File: src/rtl/mult_div_pkg.sv
// Shared encodings for the iterative multiply/divide unit: operation codes and FSM states.
package mult_div_pkg;

    typedef enum logic [1:0] {
        OP_MULT  = 2'b00,
        OP_MULTU = 2'b01,
        OP_DIV   = 2'b10,
        OP_DIVU  = 2'b11
    } opCode_t;

    typedef enum logic [1:0] {
        IDLE = 2'b00,
        CALC = 2'b01,
        FIN  = 2'b10
    } fsmState_t;

    function automatic logic isDivOp(input opCode_t o);
        return (o == OP_DIV) || (o == OP_DIVU);
    endfunction

    function automatic logic isSignedOp(input opCode_t o);
        return (o == OP_MULT) || (o == OP_DIV);
    endfunction

endpackage

File: src/rtl/mult_div_unit.sv
// Radix-2 multi-cycle multiply/divide unit feeding the HI/LO registers.
// Signed ops run on magnitudes; the sign fix-up is applied once, when FIN writes hi/lo.
module mult_div_unit
    import mult_div_pkg::*;
#(
    parameter int WIDTH = 32
) (
    input  logic             clk,
    input  logic             reset,
    input  logic             start,
    input  logic [1:0]       op,
    input  logic [WIDTH-1:0] a,
    input  logic [WIDTH-1:0] b,
    input  logic             flush,
    output logic             busy,
    output logic             done,
    output logic             div_zero,
    output logic [WIDTH-1:0] hi,
    output logic [WIDTH-1:0] lo,
    output fsmState_t        dbgState
);

    localparam int CntW = $clog2(WIDTH + 1);

    // Handshake: start is taken only on an edge where busy is low and flush is low;
    // it is never queued. done (and div_zero) pulse for exactly one cycle, after which
    // busy is already low and hi/lo hold the new result until the next completed op.

    fsmState_t        state;
    opCode_t          opReg;
    logic             negRes;
    logic             negRem;
    logic             zeroDiv;
    logic [CntW-1:0]  cnt;
    logic [WIDTH-1:0] accHi;
    logic [WIDTH-1:0] accLo;
    logic [WIDTH-1:0] addend;

    logic             startSigned;
    logic             startDiv;
    logic [WIDTH-1:0] absA;
    logic [WIDTH-1:0] absB;
    logic [WIDTH:0]   mulSum;
    logic [WIDTH:0]   divShift;
    logic             divFits;
    logic [WIDTH-1:0] divDiff;
    logic [2*WIDTH-1:0] prodMag;
    logic [2*WIDTH-1:0] prodFinal;
    logic [WIDTH-1:0] quoFinal;
    logic [WIDTH-1:0] remFinal;

    always_comb begin
        startSigned = isSignedOp(opCode_t'(op));
        startDiv    = isDivOp(opCode_t'(op));
        absA        = (startSigned && a[WIDTH-1]) ? -a : a;
        absB        = (startSigned && b[WIDTH-1]) ? -b : b;

        // Multiply: accHi:accLo shifts right, accLo starts as the multiplier.
        mulSum   = {1'b0, accHi} + (accLo[0] ? {1'b0, addend} : {(WIDTH + 1){1'b0}});
        // Divide: accHi is the partial remainder, accLo shifts the dividend out and quotient in.
        divShift = {accHi, accLo[WIDTH-1]};
        divFits  = divShift >= {1'b0, addend};
        divDiff  = divShift[WIDTH-1:0] - addend;

        prodMag   = {accHi, accLo};
        prodFinal = negRes ? -prodMag : prodMag;
        quoFinal  = negRes ? -accLo : accLo;
        remFinal  = negRem ? -accHi : accHi;
    end

    always_ff @(posedge clk or negedge reset) begin
        if (!reset) begin
            state    <= IDLE;
            opReg    <= OP_MULT;
            negRes   <= 1'b0;
            negRem   <= 1'b0;
            zeroDiv  <= 1'b0;
            cnt      <= '0;
            accHi    <= '0;
            accLo    <= '0;
            addend   <= '0;
            busy     <= 1'b0;
            done     <= 1'b0;
            div_zero <= 1'b0;
            hi       <= '0;
            lo       <= '0;
        end else begin
            done     <= 1'b0;
            div_zero <= 1'b0;
            if (flush) begin
                // Aborts anything in flight and also swallows a coincident start.
                state <= IDLE;
                busy  <= 1'b0;
            end else begin
                case (state)
                    IDLE: begin
                        if (start) begin
                            opReg   <= opCode_t'(op);
                            negRes  <= startSigned && (a[WIDTH-1] ^ b[WIDTH-1]);
                            negRem  <= startSigned && a[WIDTH-1];
                            cnt     <= CntW'(WIDTH);
                            busy    <= 1'b1;
                            accHi   <= '0;
                            accLo   <= startDiv ? absA : absB;
                            addend  <= startDiv ? absB : absA;
                            zeroDiv <= startDiv && (b == '0);
                            state   <= (startDiv && (b == '0)) ? FIN : CALC;
                        end
                    end
                    CALC: begin
                        if (isDivOp(opReg)) begin
                            accHi <= divFits ? divDiff : divShift[WIDTH-1:0];
                            accLo <= {accLo[WIDTH-2:0], divFits};
                        end else begin
                            accHi <= mulSum[WIDTH:1];
                            accLo <= {mulSum[0], accLo[WIDTH-1:1]};
                        end
                        cnt <= cnt - 1'b1;
                        if (cnt == CntW'(1)) begin
                            state <= FIN;
                        end
                    end
                    FIN: begin
                        if (zeroDiv) begin
                            div_zero <= 1'b1;
                        end else if (isDivOp(opReg)) begin
                            hi <= remFinal;
                            lo <= quoFinal;
                        end else begin
                            hi <= prodFinal[2*WIDTH-1:WIDTH];
                            lo <= prodFinal[WIDTH-1:0];
                        end
                        done  <= 1'b1;
                        busy  <= 1'b0;
                        state <= IDLE;
                    end
                    default: begin
                        state <= IDLE;
                        busy  <= 1'b0;
                    end
                endcase
            end
        end
    end

    assign dbgState = state;

endmodule

File: config.mk
export PLATFORM = sky130hd
export DESIGN_NAME = mult_div_unit
export DESIGN_NICKNAME = d
export VERILOG_FILES = /design/src/rtl/mult_div_pkg.sv /design/src/rtl/mult_div_unit.sv
export SDC_FILE = /design/constraint.sdc
export NUM_CORES = 1
export LEC_CHECK = 0
export BUFFER_PORTS_ARGS = -buffer_cell sky130_fd_sc_hd__buf_2
export CORE_ASPECT_RATIO = 1.1
export CORE_MARGIN = 2
export CORE_UTILIZATION = 55
export CTS_BUF_LIST = sky130_fd_sc_hd__clkbuf_8
export DETAILED_ROUTE_END_ITERATION = 10
export GPL_ROUTABILITY_DRIVEN = 0
export PLACE_DENSITY_LB_ADDON = 0.2
export SYNTH_ARGS = -nofsm -noshare
export SYNTH_HDL_FRONTEND = slang
export SYNTH_SLANG_ARGS = --single-unit
File: constraint.sdc
create_clock -name clk -period 9.49 [get_ports clk]
set_input_delay 0.949 -clock clk [delete_from_list [all_inputs] [get_ports clk]]
set_output_delay 0.949 -clock clk [all_outputs]
set_load 0.05 [all_outputs]
==> results_dict.tcl <==
set metrics [dict create \
    status "finished clean" \
    wire_per_inst_um 19.3 \
    post_cts_buffers 0 \
    startpoint "accHi[3]" \
    fin_crit_ps 4590 \
    crit_path_end_kind "flop" \
    htreeDepth 4 \
    worstReg2RegStart "accHi[3]" \
    slowest_stage "o211ai_1" \
    fin_skew_ps 30.9 \
    drt_wl_total_mm 41.9 \
    grt_pass1_vias 12764 \
    fmax_ghz 0.218 \
    clk_latency_ps 500 \
    cap_violations 0 \
    crit_chain "ha_1 -> a21o_1 -> and3_1 -> o311ai_1 -> a21oi_1 -> o31ai_2 -> a211oi_1 -> o211ai_1 -> nand2_2 -> mux2i_1 -> o21ai_0" \
    crit_type "reg -> reg" \
    dpl.hpwl_mm 30.8 \
    power_leakage_nw 6.94 \
    num_rows 61 \
    numCtsBuffers 17 \
    antenna_left 0 \
    initial_core_util 0.557 \
    async_flop_share 1.00 \
    viasPerCell 6.28 \
    final.setup.tns_ps 0 \
    grt_overflow 0 \
    hp-class "in -> async" \
    drt-initial-drc-count 1493 \
    synth_seq_cells 175 \
    rsz0062_at_grt "no" \
    cts_sinks 175 \
    syn_inst 1764 \
    ys_types 64 \
    post_cts_resized 0 \
    port_buffers 138 \
    drive_gt1_frac 0.113 \
    cts_hold_repair.buffers 0 \
    clock_tree.root_cell "clkbuf_8" \
    clkSlewWorstSetupHoldPaths_ps 130 \
    core_mm2 0.0251 \
    clock_path_buffers 2 \
    ys_seq_area_frac 0.313 \
    dr.pass1.iters 8 \
    die_area_mm2 0.0267 \
    fin_nets 1982 \
    finalMaxSlewViolations 0 \
    synth-edff-count 0 \
    min_period_over_period 0.484 \
    slew-limit-headroom 0.179 \
    pin_count 139 \
    synth.avg_cell_area_um2 7.93 \
    grt_pass1_wl_mm 67.0 \
    setup-violations-final 0 \
    route.vias.total 13612 \
    grt.total_usage 0.317 \
    cts_tree "yes" \
    synth-main-ff-cell "dfrtp_1" \
    worst_hold_slack_ps 392 \
    postLayoutCoreUtil 0.608 \
    hold_violations 0 \
    tightestPinTransition_ps 1230 \
    die_x_um 156 \
    placed_area_mm2 0.0148 \
    syn2layout_area_growth_pct 9.14 \
    grt_max_degree 129 \
    syn-cell-area_mm2 0.0140 \
    crit_path_start_kind "flop" \
    peakVddDrop_mv 0.168 \
    antenna_found_initial 0 \
    required_ps 9820 \
    stdcell_area_mm2 0.0153 \
    power_density_mw_per_mm2 308 \
    synth_fp_nets 1906 \
    cp.arrival_ps 4920 \
    yosys_warnings 0 \
    die_h_um 171 \
    n_antenna_cell 0 \
    max_stage_delay_ps 800 \
    drc 0 \
    critPathMaxFanout 25 \
]
[final timing paths]
path                              to  slack [ps]  depth (start not counted)
max                        accHi[13]        4900                         11
min                        accHi[20]         390                          1
max reg2reg                accHi[13]        4900                         11
min reg2reg                   hi[11]         480                          2
max in group asynchronous     lo[27]        7800                          2
min in group clk              hi[11]         480                          2
[kinds of logic after synthesis]
group	after synthesis	synth area share
buffers and inverters	162	0.0442
xor gates and xnor gates	178	0.112
DFF	175	0.313
and+or+nand+nor	556	0.186
adders and majority gates	72	0.0655
muxes	58	0.0417
AOI/OAI and AO/OA	563	0.238
[synthesized netlist by cell type (42+ instances only)]
cell type,count,area [um^2]
a21oi_1,182,911
clkbuf_1,85,319
dfrtp_1,175,4380
ha_1,70,876
inv_1,65,244
mux2i_1,56,561
nand2_1,187,702
nor2_1,161,604
nor3_1,42,210
o21ai_0,192,961
xnor2_1,97,850
xor2_1,81,709
[sequential cells by signal, summed over array words and instances, names as in the netlist]
signal / count
accHi: 32
accLo: 32
addend: 32
hi: 32
lo: 32
cnt: 6
dbgState: 2
busy: 1
div_zero: 1
done: 1
negRem: 1
negRes: 1
opReg: 1
zeroDiv: 1
[layout by cell type, fill, tap and decap left out, drive strengths merged, types with 6 or more instances in the layout]
| cell type | synthesis | final |
|---|---|---|
| a31oi | 19 | 19 |
| o21ai | 195 | 195 |
| dfrtp | 175 | 175 |
| clkbuf | 85 | 17 |
| nand4 | 13 | 13 |
| a22oi | 19 | 19 |
| nand2b | 20 | 20 |
| or3 | 22 | 22 |
| nor3 | 42 | 42 |
| or2 | 7 | 7 |
| nand2 | 188 | 188 |
| nor2 | 161 | 161 |
| mux2i | 56 | 56 |
| o221ai | 10 | 10 |
| o31ai | 18 | 18 |
| nor3b | 6 | 6 |
| o211ai | 19 | 19 |
| or4 | 15 | 15 |
| nand3 | 25 | 25 |
| nor4 | 14 | 14 |
| a21oi | 183 | 183 |
| o21a | 8 | 8 |
| buf | 11 | 153 |
| ha | 70 | 70 |
| a21o | 32 | 32 |
| clkinv | 1 | 6 |
| xnor2 | 97 | 97 |
| xor2 | 81 | 81 |
| and2 | 10 | 10 |
| o41ai | 10 | 10 |
| a211oi | 11 | 11 |
| inv | 65 | 75 |
| nor2b | 15 | 15 |
| and3 | 6 | 6 |
[critical path, delay by kind of cell (launching register included)]
kind,cells,cell delay [ps]
compound gates,7,2240
fa+ha+maj,1,390
flops,1,480
mux,1,370
simple gates,2,930
[metal layers]
| metal | wire length [um] | share of wire | GRT usage |
|---|---|---|---|
| met1 | 17500 | 0.42 | 0.425 |
| met5 | 0 | 0 | 0 |
| met3 | 3300 | 0.079 | 0.0408 |
| met2 | 19400 | 0.46 | 0.518 |
| met4 | 1680 | 0.040 | 0.136 |
[power breakdown]
part	total [mW]	internal, mW	switching, mW	leakage, nW
clock	0.576	0.211	0.366	0.215
combinational	2.84	1.11	1.73	4.46
sequential	1.27	0.945	0.330	2.27
total	4.69	2.27	2.43	6.94
[per-stage QoR]
step,power [mW],worst slack (ps),instances
2_1_floorplan,3.33,6220,1764
3_3_place_gp,3.99,5160,2136
3_5_place_dp,4.05,5020,2136
4_1_cts,4.63,5000,2168
5_1_grt,5.03,4660,2168
6_report,4.69,4900,2168
[final cells by class]
type | count | area, um^2
Clock buffer | 17 | 234
Clock inverter | 15 | 196
Fill cell | 2266 | 9850
Inverter | 66 | 248
Multi-Input combinational cell | 1427 | 9000
Sequential cell | 175 | 4380
Tap cell | 315 | 394
Timing Repair Buffer | 153 | 810
No activity file was read; power rests on OpenSTA's default activity.
